**src/rtl/b_stage_if.sv**
```systemverilog
// b_stage_if: handshake bundle for the b_stage routing stage.
//   slave  : the routing stage. It drives Ack_out, the route outputs and the counters.
//   master : the environment. It drives Send_in, PACKET_IN, Ack_in_EX and Ack_in_IN.
// Signals:
//   Send_in/PACKET_IN/Ack_out         upstream packet and its accept
//   Send_out_EX/PACKET_OUT_EX/Ack_in_EX  external route
//   Send_out_IN/PACKET_OUT_IN/Ack_in_IN  internal route
//   CNT_EX/CNT_IN                     delivered-packet counters
interface b_stage_if;
    logic        Send_in;
    logic [37:0] PACKET_IN;
    logic        Ack_out;
    logic        Send_out_EX;
    logic [37:0] PACKET_OUT_EX;
    logic        Ack_in_EX;
    logic        Send_out_IN;
    logic [37:0] PACKET_OUT_IN;
    logic        Ack_in_IN;
    logic [15:0] CNT_EX;
    logic [15:0] CNT_IN;

    modport slave (
        input  Send_in, PACKET_IN, Ack_in_EX, Ack_in_IN,
        output Ack_out, Send_out_EX, PACKET_OUT_EX, Send_out_IN, PACKET_OUT_IN,
               CNT_EX, CNT_IN
    );

    modport master (
        output Send_in, PACKET_IN, Ack_in_EX, Ack_in_IN,
        input  Ack_out, Send_out_EX, PACKET_OUT_EX, Send_out_IN, PACKET_OUT_IN,
               CNT_EX, CNT_IN
    );
endinterface

```
**src/rtl/b_stage.sv**
```systemverilog
// b_stage: routing stage with two outputs.
// Each packet is steered by its destination field, PACKET_IN[37:32]:
//   - it goes to the internal route when that field equals NODE_ID;
//   - otherwise it goes to the external route.
// Each route has a 2-entry FIFO and a 16-bit counter of delivered packets.
// Ports:
//   CLK   rising-edge clock
//   MR_N  asynchronous active-low master reset
//   bus   b_stage_if.slave (upstream, EX route, IN route, counters)

// b_stage_fifo: 2-entry FIFO for one route.
//   push/pop   qualified requests from the top
//   din        packet to write
//   full       occupancy == 2
//   vld        occupancy != 0
//   head       oldest entry, or zero when empty
//   cnt        wrapping count of pops
module b_stage_fifo #(
    parameter int W = 38
) (
    input  logic         CLK,
    input  logic         MR_N,
    input  logic         push,
    input  logic         pop,
    input  logic [W-1:0] din,
    output logic         full,
    output logic         vld,
    output logic [W-1:0] head,
    output logic [15:0]  cnt
);
    logic [1:0]        occ;
    logic [1:0][W-1:0] mem;   // mem[0] is the head
    logic              push_ok;
    logic              pop_ok;

    assign full    = (occ == 2'd2);
    assign vld     = (occ != 2'd0);
    assign head    = vld ? mem[0] : '0;
    // Guard again locally so the FIFO can never over- or under-run.
    assign push_ok = push & ~full;
    assign pop_ok  = pop & vld;

    always_ff @(posedge CLK or negedge MR_N) begin
        if (!MR_N) begin
            occ <= 2'd0;
            mem <= '0;
            cnt <= 16'd0;
        end else begin
            case ({push_ok, pop_ok})
                2'b10: begin
                    if (occ == 2'd0) mem[0] <= din;
                    else             mem[1] <= din;
                    occ <= occ + 2'd1;
                end
                2'b01: begin
                    mem[0] <= mem[1];
                    mem[1] <= '0;
                    occ    <= occ - 2'd1;
                end
                // Both requests can be granted only at occupancy 1.
                // The new packet replaces the departing head, so no bubble is created.
                2'b11: mem[0] <= din;
                default: ;
            endcase
            if (pop_ok) cnt <= cnt + 16'd1;
        end
    end
endmodule

module b_stage #(
    parameter logic [5:0] NODE_ID = 6'd0
) (
    input  logic     CLK,
    input  logic     MR_N,
    b_stage_if.slave bus
);
    localparam int NUM_ROUTES = 2;   // route 0 = EX, route 1 = IN
    localparam int PKT_W      = 38;

    logic                             is_int;
    logic [NUM_ROUTES-1:0]            push;
    logic [NUM_ROUTES-1:0]            pop;
    logic [NUM_ROUTES-1:0]            full;
    logic [NUM_ROUTES-1:0]            vld;
    logic [NUM_ROUTES-1:0][PKT_W-1:0] head;
    logic [NUM_ROUTES-1:0][15:0]      cnt;
    logic [NUM_ROUTES-1:0]            ack_in;

    // Ack_out depends only on the current destination and the occupancy.
    // Downstream acks are not used here, so a full route does not accept
    // even on the edge at which it pops.
    assign is_int      = (bus.PACKET_IN[37:32] == NODE_ID);
    assign bus.Ack_out = is_int ? ~full[1] : ~full[0];

    assign push[0] = bus.Send_in & bus.Ack_out & ~is_int;
    assign push[1] = bus.Send_in & bus.Ack_out &  is_int;

    assign ack_in = {bus.Ack_in_IN, bus.Ack_in_EX};
    assign pop    = ack_in & vld;

    for (genvar g = 0; g < NUM_ROUTES; g++) begin : g_route
        b_stage_fifo #(.W(PKT_W)) u_fifo (
            .CLK  (CLK),
            .MR_N (MR_N),
            .push (push[g]),
            .pop  (pop[g]),
            .din  (bus.PACKET_IN),
            .full (full[g]),
            .vld  (vld[g]),
            .head (head[g]),
            .cnt  (cnt[g])
        );
    end

    assign bus.Send_out_EX   = vld[0];
    assign bus.PACKET_OUT_EX = head[0];
    assign bus.CNT_EX        = cnt[0];
    assign bus.Send_out_IN   = vld[1];
    assign bus.PACKET_OUT_IN = head[1];
    assign bus.CNT_IN        = cnt[1];
endmodule

```
**src/flat_wrapper.sv**
```systemverilog
// flat-port wrapper written by rule: the top's interface ports become plain ports
module b_stage_flat 
#(
    parameter logic [5:0] NODE_ID = 6'd0
)
  (CLK, MR_N, bus_Send_in, bus_PACKET_IN, bus_Ack_in_EX, bus_Ack_in_IN, bus_Ack_out, bus_Send_out_EX, bus_PACKET_OUT_EX, bus_Send_out_IN, bus_PACKET_OUT_IN, bus_CNT_EX, bus_CNT_IN);
  b_stage_if bus_i ();
  input  logic CLK;
  input  logic MR_N;
  input wire logic [$bits(bus_i.Send_in)-1:0] bus_Send_in;
  input wire logic [$bits(bus_i.PACKET_IN)-1:0] bus_PACKET_IN;
  input wire logic [$bits(bus_i.Ack_in_EX)-1:0] bus_Ack_in_EX;
  input wire logic [$bits(bus_i.Ack_in_IN)-1:0] bus_Ack_in_IN;
  output wire logic [$bits(bus_i.Ack_out)-1:0] bus_Ack_out;
  output wire logic [$bits(bus_i.Send_out_EX)-1:0] bus_Send_out_EX;
  output wire logic [$bits(bus_i.PACKET_OUT_EX)-1:0] bus_PACKET_OUT_EX;
  output wire logic [$bits(bus_i.Send_out_IN)-1:0] bus_Send_out_IN;
  output wire logic [$bits(bus_i.PACKET_OUT_IN)-1:0] bus_PACKET_OUT_IN;
  output wire logic [$bits(bus_i.CNT_EX)-1:0] bus_CNT_EX;
  output wire logic [$bits(bus_i.CNT_IN)-1:0] bus_CNT_IN;
  assign bus_i.Send_in = bus_Send_in;
  assign bus_i.PACKET_IN = bus_PACKET_IN;
  assign bus_i.Ack_in_EX = bus_Ack_in_EX;
  assign bus_i.Ack_in_IN = bus_Ack_in_IN;
  assign bus_Ack_out = bus_i.Ack_out;
  assign bus_Send_out_EX = bus_i.Send_out_EX;
  assign bus_PACKET_OUT_EX = bus_i.PACKET_OUT_EX;
  assign bus_Send_out_IN = bus_i.Send_out_IN;
  assign bus_PACKET_OUT_IN = bus_i.PACKET_OUT_IN;
  assign bus_CNT_EX = bus_i.CNT_EX;
  assign bus_CNT_IN = bus_i.CNT_IN;
  b_stage #(.NODE_ID(NODE_ID)) u_core (.CLK(CLK), .MR_N(MR_N), .bus(bus_i));
endmodule
```
**config.mk**
```make
export PLATFORM = sky130hd
export DESIGN_NAME = b_stage_flat
export DESIGN_NICKNAME = d
export VERILOG_FILES = /design/src/rtl/b_stage_if.sv /design/src/rtl/b_stage.sv /design/src/flat_wrapper.sv
export SDC_FILE = /design/constraint.sdc
export NUM_CORES = 1
export LEC_CHECK = 0
export BUFFER_PORTS_ARGS = -buffer_cell sky130_fd_sc_hd__buf_2
export CAP_MARGIN = 0
export CORE_MARGIN = 5
export CORE_UTILIZATION = 56
export CTS_CLUSTER_SIZE = 30
export DETAILED_ROUTE_END_ITERATION = 10
export HOLD_SLACK_MARGIN = 0.1
export PLACE_DENSITY = 0.8
export SYNTH_ARGS = -nofsm -noshare
export SYNTH_HDL_FRONTEND = slang
export SYNTH_SLANG_ARGS = --single-unit
```
**constraint.sdc**
```tcl
create_clock -name CLK -period 2.48 [get_ports CLK]
set_input_delay 0.248 -clock CLK [delete_from_list [all_inputs] [get_ports CLK]]
set_output_delay 0.248 -clock CLK [all_outputs]
set_load 0.03 [all_outputs]
```
==> results of run 1 <==
==> cell usage after synthesis, drive strengths merged <==
cell type  instances
xnor2             19
o211ai             1
mux2              39
nand2b            41
o21ai             78
mux2i             39
nor4               4
a31oi              1
xor2              17
a22o              38
o2111a             1
buf               21
and4               3
and2              38
and2b              9
inv                7
a41oi              1
or2                1
nor3               4
nand3              9
ha                 7
nand4              7
nor2              13
and3               3
nor2b             29
nor3b              1
nand2            173
dfrtp            188
clkbuf            29
==> registers in the layout (all words and copies together) (netlist names) <==
signal and cells:
u_core.g_route.u_fifo.cnt 32, u_core.g_route.u_fifo.mem 152, u_core.g_route.u_fifo.occ 4
==> final cells by class <==
type,instances,area (µm²)
Inverter,7,26.28
Sequential cell,188,4705
Timing Repair Buffer,210,1365
Clock buffer,20,446.7
Multi-Input combinational cell,576,3819
Antenna cell,2,5.005
Tap cell,211,264.0
Fill cell,1139,4514
Clock inverter,12,170.2
==> logic make-up (layout without fill, tap and decap cells) <==
kind of cell / after synthesis / in the layout / synth area share (%)
flip-flops: 188 / 188 / 53.59
buffers and inverters: 57 / 249 / 3.506
AND/OR/NAND/NOR: 335 / 335 / 19.00
multiplexers: 78 / 78 / 10.31
AO/OA/AOI/OAI: 120 / 120 / 9.008
other: 0 / 2 / 0
adder cells (fa/ha/maj): 7 / 7 / 0.9977
XOR/XNOR: 36 / 36 / 3.592
==> power groups by stage <==
stage | clock (mW) | sequential [mW] | combinational [mW]
floorplan | 0 | 4.78 | 4.46
global placement | 0 | 4.81 | 6.09
detailed placement | 0 | 4.83 | 6.22
CTS | 2.89 | 4.81 | 6.31
global route | 3.02 | 4.95 | 6.75
finish | 2.86 | 4.82 | 6.26
==> path summary, 6_finish.rpt <==
check                                                              from                                            to  slack (ns)  cells after the start
max                         u_core.g_route[1].u_fifo.occ[0]$_DFFE_PN0P_                          bus_PACKET_OUT_IN[3]        0.16                      4
min                                                   bus_PACKET_IN[37]  u_core.g_route[1].u_fifo.mem[75]$_DFFE_PN0P_        0.12                      2
max reg2reg                 u_core.g_route[1].u_fifo.occ[0]$_DFFE_PN0P_  u_core.g_route[1].u_fifo.mem[18]$_DFFE_PN0P_        0.36                      6
min reg2reg                u_core.g_route[0].u_fifo.cnt[15]$_DFFE_PN0P_  u_core.g_route[0].u_fifo.cnt[15]$_DFFE_PN0P_        0.47                      1
max in group asynchronous                                          MR_N  u_core.g_route[0].u_fifo.cnt[11]$_DFFE_PN0P_        1.48                      3
min in group asynchronous                                          MR_N  u_core.g_route[1].u_fifo.mem[47]$_DFFE_PN0P_        0.30                      2
==> worst reg2reg max path: cells and delay by family, from the launching register on <==
| family | cells | cell delay (ns) |
|---|---|---|
| DFF | 1 | 0.50 |
| adders and majority gates | 1 | 0.47 |
| buffers and inverters | 1 | 0.34 |
| and+or+nand+nor | 2 | 0.34 |
| muxes | 1 | 0.25 |
| AOI/OAI and AO/OA | 1 | 0.09 |
==> metal layers <==
layer	routed length [µm]	global-route usage (%)	share of wire, %	up-vias
li1	-	-	-	3101
met1	9548	32.93	45	3203
met2	10190	38.19	48	170
met3	1035	4.569	4.9	25
met4	283	7.167	1.3	0
met5	0	0	0	-
==> timing repair <==
item,4_1_cts,5_1_grt
setup endpoints to repair,0,0
hold buffers,35,0
hold endpoints to repair,75,0
==> metrics.md, run 1 <==
| Metric | Value |
|---|---|
| Status | completed |
| Maxcap violations | 0 |
| Drt wl/cell | 17.17 µm |
| Crit path buf inv count | 2 |
| Detailed Route Iter0 Violations | 461 |
| Clk pwr share | 20.5% |
| Dpl cell area | 9828 µm² |
| Library cells used by synthesis | 41 |
| Hold slack | 0.1213 ns |
| Critical-path cell with the highest stage delay | sky130_fd_sc_hd__dfrtp_1 |
| Max transition margin | 60.55% |
| Quantity of gates resized following cts | 0 |
| Transition time at the pin with the least slew margin | 0.5863 ns |
| Required @ worst endpoint | 2.23 ns |
| Delay contributed by the slowest stage of the critical path | 0.50 ns |
| Largest vdd supply drop | 777.2 µV |
| Cell Pwr Density | 1291 nW/µm² |
| Longest Clk Path Bufs | 2 |
| Number of antenna violations at the first check in global routing | 0 |
| Drt pass-1 iters | 5 |
| Synthesized cell area | 8778 µm² |
| Total number of H-tree levels | 4 |
| Unrepaired setup endpoints after global routing | no |
| Cell internal pwr | 8.119 mW |
| I/O pins | 154 |
| Reported leakage power | 5.438 nW |
| Most frequent cells in the layout | sky130_fd_sc_hd__dfrtp_1 (188), sky130_fd_sc_hd__nand2_1 (171), sky130_fd_sc_hd__buf_2 (152) |
| Seq cells post-synth | 188 |
| Setup slack at placement | 0.2457 ns |
| Post-synth top area cell | sky130_fd_sc_hd__dfrtp_1 |
| Placed cells | 1157 |
| Die area | 18280 µm² |
| Net count after synthesis | 871 |
| Endpoint kind of the worst setup timing path | output port |
| Final core occ | 70.52% |
| Insertion delay of the later-clocked pin in the worst-skew pair | 0.44 ns |
| Final setup slack of the worst path | 0.1559 ns |
| Core Rows | 45 |
| Clock slew at reported path FFs | 0.06 ns |
| Largest cells by area after synthesis | sky130_fd_sc_hd__dfrtp_1 (54%), sky130_fd_sc_hd__nand2_1 (7.3%), sky130_fd_sc_hd__mux2i_1 (4.4%), sky130_fd_sc_hd__o21ai_0 (4.3%), sky130_fd_sc_hd__a22o_1 (3.8%) |
| Clock tree from TritonCTS | done |
| Total count of hold-check failures in the final report | 0 |
| Overflow left after global routing | 0 |
| Post-layout instance count excluding filler cells | 1226 |
| Clock tree root buffer cell | sky130_fd_sc_hd__clkbuf_16 |
| Aggregate routed wire length | 21.06 mm |
| DIE WIDTH | 135.2 µm |
| Commonest non-fill, non-tap cell in the layout | sky130_fd_sc_hd__dfrtp_1 |
| Global-route wire length before repair | 34.46 mm |
| Maximum number of pins on one net before global-route repair | 53 |
| Overall via count from detail_route | 6499 |
| Synthesized area per cell | 10.69 µm² |
| Crit share post-route | 93.71% |
| Worst clock skew on the final layout | 0.008270 ns |
| Worst Setup Start Kind | flop |
| Cells after synthesis | 821 |
| Sw Share | 41.77% |
| Endpoints failing setup | 0 |
| Half-perimeter wire length after detailed placement | 13.36 mm |
| CTS sink cnt | 188 |
| Vertical extent of the die | 135.2 µm |
| Post-synthesis sequential area ratio | 53.59% |
| Fraction of post-synthesis cell area in the top cell type by area | 53.59% |
| Max frequency | 0.4303 GHz |
| Number of buffers inserted to repair setup after CTS | 0 |
| Detailed-route DRC error count | 0 |
| Starting Density | 57.32% |
| Overall power of the completed layout | 13.94 mW |
| Vias in the first global route | 6525 |
| Worst hold-check path type | primary input to flop |
| Fin nets | 1050 |
| CP Cell Sequence | nor2_4 -> buf_4 -> and2b_1 -> buf_2 |
| Number of buffers created by CTS | 17 |
| Quantity of I/O buffers inserted on ports | 153 |
| Final setup TNS | 0 ns |
| Period minus WS final | 2.324 ns |
| GR Util All Layers | 23.72% |
| Combinational share of power | 44.9% |
| Warning count from the yosys run | 0 |
| Share of total power in sequential cells | 34.6% |
| Core region area | 15310 µm² |
| Worst Setup Path Type | flop to output port |
| Layout area overhead | 23.03% |
| Remaining antenna violation count after routing | 0 |
| Max-slew violation count | 0 |
| Net switching power figure | 5.825 mW |
| Ratio of cells with drive above 1 in the final layout | 25.77% |
| Crit path arrival time | 2.08 ns |
| Final cell area excluding filler cells | 10800 µm² |
| Max Fanout on Critical Path | 18 |
| Family with the most delay on the worst path | simple AND/OR/NAND/NOR gates |
| Vias/cell | 5.301 |
| Global placement routability congestion | 0.8261 |
Power figures use the tool's default switching activity.
==> run 2: changes to the inputs <==
==> constraint.sdc (replaced) <==
create_clock -name CLK -period 2.2 [get_ports CLK]
set_input_delay 0.22 -clock CLK [delete_from_list [all_inputs] [get_ports CLK]]
set_output_delay 0.22 -clock CLK [all_outputs]
set_load 0.03 [all_outputs]
==> metrics.md, run 2 (same netlist as run 1, synthesis figures left out) <==
| Metric | Value |
|---|---|
| Status | completed (unchanged) |
| Placed cells | 1159 (was 1157) |
| Final setup slack of the worst path | 0.08221 ns (was 0.1559 ns) |
| Transition time at the pin with the least slew margin | 0.6102 ns (was 0.5863 ns) |
| Core Rows | 45 (unchanged) |
| Vias/cell | 5.337 (was 5.301) |
| Remaining antenna violation count after routing | 0 (unchanged) |
| Commonest non-fill, non-tap cell in the layout | sky130_fd_sc_hd__dfrtp_1 (unchanged) |
| Worst Setup Start Kind | primary input (was flop) |
| Flip-flop count of the largest register, all copies and words added | 152 (unchanged) |
| Hold slack | 0.1068 ns (was 0.1213 ns) |
| Max frequency | 0.4722 GHz |
| Die area | 18280 µm² (unchanged) |
| Detailed-route DRC error count | 0 (unchanged) |
| Endpoints failing setup | 0 (unchanged) |
| Worst Setup Path Type | primary input to flop (was flop to output port) |
| Clk pwr share | 21.1% (was 20.5%) |
| Clock slew at reported path FFs | 0.07 ns (was 0.06 ns) |
| Post-layout instance count excluding filler cells | 1233 (was 1226) |
| Required @ worst endpoint | 2.58 ns (was 2.23 ns) |
| Global-route wire length before repair | 33.84 mm (was 34.46 mm) |
| Number of antenna cells inserted | 0 (was 2) |
| Vertical extent of the die | 135.2 µm (unchanged) |
| Overall via count from detail_route | 6580 (was 6499) |
| Aggregate routed wire length | 21.49 mm (was 21.06 mm) |
| Net switching power figure | 6.656 mW (was 5.825 mW) |
| Largest Register | u_core.g_route.u_fifo.mem (unchanged) |
| Number of buffers created by CTS | 17 (unchanged) |
| Dpl cell area | 9906 µm² (was 9828 µm²) |
| Critical-path cell with the highest stage delay | sky130_fd_sc_hd__dlygate4sd3_1 (was sky130_fd_sc_hd__dfrtp_1) |
| CP Cell Sequence | dlygate4sd3_1 -> buf_2 -> nor2_1 -> nand2_2 -> inv_1 -> and3_1 -> ha_2 -> nor3b_4 -> buf_12 -> a22o_1 (was nor2_4 -> buf_4 -> and2b_1 -> buf_2) |
| Setup slack at placement | 0.09458 ns (was 0.2457 ns) |
| Endpoint kind of the worst setup timing path | flop (was output port) |
| Core region area | 15310 µm² (unchanged) |
| Longest Clk Path Bufs | 2 (unchanged) |
| Number of antenna violations at the first check in global routing | 0 (unchanged) |
| Ratio of cells with drive above 1 in the final layout | 26.91% (was 25.77%) |
| Delay contributed by the slowest stage of the critical path | 0.56 ns (was 0.50 ns) |
| Layout area overhead | 25.93% (was 23.03%) |
| Worst hold-check path type | primary input to flop (unchanged) |
| Quantity of I/O buffers inserted on ports | 153 (unchanged) |
| Largest vdd supply drop | 867.5 µV (was 777.2 µV) |
| Crit path buf inv count | 4 (was 2) |
| Max Fanout on Critical Path | 18 (unchanged) |
| Final cell area excluding filler cells | 11050 µm² (was 10800 µm²) |
| Clock tree root buffer cell | sky130_fd_sc_hd__clkbuf_16 (unchanged) |
| Max transition margin | 59.32% (was 60.55%) |
| Maximum number of pins on one net before global-route repair | 70 (was 53) |
| Drt pass-1 iters | 5 (unchanged) |
| Insertion delay of the later-clocked pin in the worst-skew pair | 0.44 ns (about the same) |
| Registers with the most flip-flops | u_core.g_route.u_fifo.mem (152), u_core.g_route.u_fifo.cnt (32), u_core.g_route.u_fifo.occ (4) (unchanged) |
| Crit path arrival time | 2.49 ns (was 2.08 ns) |
| Half-perimeter wire length after detailed placement | 13.27 mm (was 13.36 mm) |
| Max-slew violation count | 0 (unchanged) |
| Final core occ | 72.18% (was 70.52%) |
| Vias in the first global route | 6539 (was 6525) |
| Drt wl/cell | 17.43 µm (was 17.17 µm) |
| Overflow left after global routing | 0 (unchanged) |
| Crit share post-route | 96.26% |
| Total count of hold-check failures in the final report | 0 (unchanged) |
| Final setup TNS | 0 ns (unchanged) |
| Combinational share of power | 45.2% (was 44.9%) |
| Starting Density | 57.32% (unchanged) |
| Share of total power in sequential cells | 33.7% (was 34.6%) |
| Total number of H-tree levels | 4 (unchanged) |
| Cell Pwr Density | 1462 nW/µm² (was 1291 nW/µm²) |
| CTS sink cnt | 188 (unchanged) |
| Detailed Route Iter0 Violations | 452 (was 461) |
| Global placement routability congestion | 0.8343 (was 0.8261) |
| Sw Share | 41.20% (was 41.77%) |
| Fin nets | 1059 (was 1050) |
| Family with the most delay on the worst path | buffers and inverters (was simple AND/OR/NAND/NOR gates) |
| Most frequent cells in the layout | sky130_fd_sc_hd__dfrtp_1 (188), sky130_fd_sc_hd__nand2_1 (171), sky130_fd_sc_hd__buf_2 (152) (unchanged) |
| Period minus WS final | 2.118 ns |
| Cell internal pwr | 9.501 mW (was 8.119 mW) |
| DIE WIDTH | 135.2 µm (unchanged) |
| GR Util All Layers | 23.34% (was 23.72%) |
| Clock tree from TritonCTS | done (unchanged) |
| Reported leakage power | 5.544 nW (was 5.438 nW) |
| Maxcap violations | 0 (unchanged) |
| I/O pins | 154 (unchanged) |
| Worst clock skew on the final layout | 0.01323 ns (was 0.008270 ns) |
| Overall power of the completed layout | 16.16 mW (was 13.94 mW) |
==> run 2: changes by cell type in the layout (fill, tap and decap cells not counted), sizes merged <==
cell,before,now
inv,7,8
clkinv,7,3
clkbuf,21,25
dlygate4sd3,35,36
diode,2,0
buf,174,181
==> run 2: timing repair <==
item | in CTS | in global routing
cloned | 0 | 2
pin swaps | 1 | 2
buffers inserted | 1 | 3
endpoints found under the setup margin | 3 | 116
gates resized for setup | 0 | 16
endpoints found under the hold margin | 101 | 0
hold buffers | 36 | 0
==> run 2: tightest hold or removal path, delay by kind of cell <==
kind | cells | cell delay (ns)
and+or+nand+nor | 3 | 0.18
buffers and inverters | 1 | 0.09
==> run 2: worst paths after layout <==
check,slack (ns),startpoint,depth (start not counted),to
setup / recovery,0.08,bus_PACKET_IN[32],10,u_core.g_route[1].u_fifo.mem[47]$_DFFE_PN0P_
hold / removal,0.11,bus_Ack_in_EX,4,u_core.g_route[0].u_fifo.cnt[1]$_DFFE_PN0P_
setup reg to reg,0.21,u_core.g_route[0].u_fifo.occ[0]$_DFFE_PN0P_,8,u_core.g_route[0].u_fifo.mem[13]$_DFFE_PN0P_
hold reg to reg,0.47,u_core.g_route[0].u_fifo.cnt[15]$_DFFE_PN0P_,1,u_core.g_route[0].u_fifo.cnt[15]$_DFFE_PN0P_
max in group asynchronous,1.16,MR_N,3,u_core.g_route[0].u_fifo.mem[64]$_DFFE_PN0P_
min in group asynchronous,0.36,MR_N,2,u_core.g_route[0].u_fifo.mem[14]$_DFFE_PN0P_
==> run 2: area by class of cell <==
| cell class | count | area, µm² |
|---|---|---|
| inverter | 7 | 26.28 |
| multi-input combinational | 576 | 3849 |
| fill | 1099 | 4260 |
| clock buffer | 23 | 508.0 |
| clock inverter | 9 | 155.1 |
| timing repair buffer | 219 | 1548 |
| tap | 211 | 264.0 |
| sequential | 188 | 4705 |
==> run 2: metal layers <==
metal / track usage [%] / share of wire [%]
met1: 31.99 / 45
met2: 38.14 / 49
met3: 3.900 / 4.4
met4: 7.783 / 1.7
met5: 0 / 0
==> run 2: power by group through the flow <==
stage / sequential, mW / clock, mW / combinational, mW
3_5_place_dp: 5.44 / 0 / 7.05
2_1_floorplan: 5.39 / 0 / 5.03
6_report: 5.44 / 3.41 / 7.30
5_1_grt: 5.56 / 3.57 / 7.87
4_1_cts: 5.41 / 3.42 / 7.16
3_3_place_gp: 5.41 / 0 / 6.93
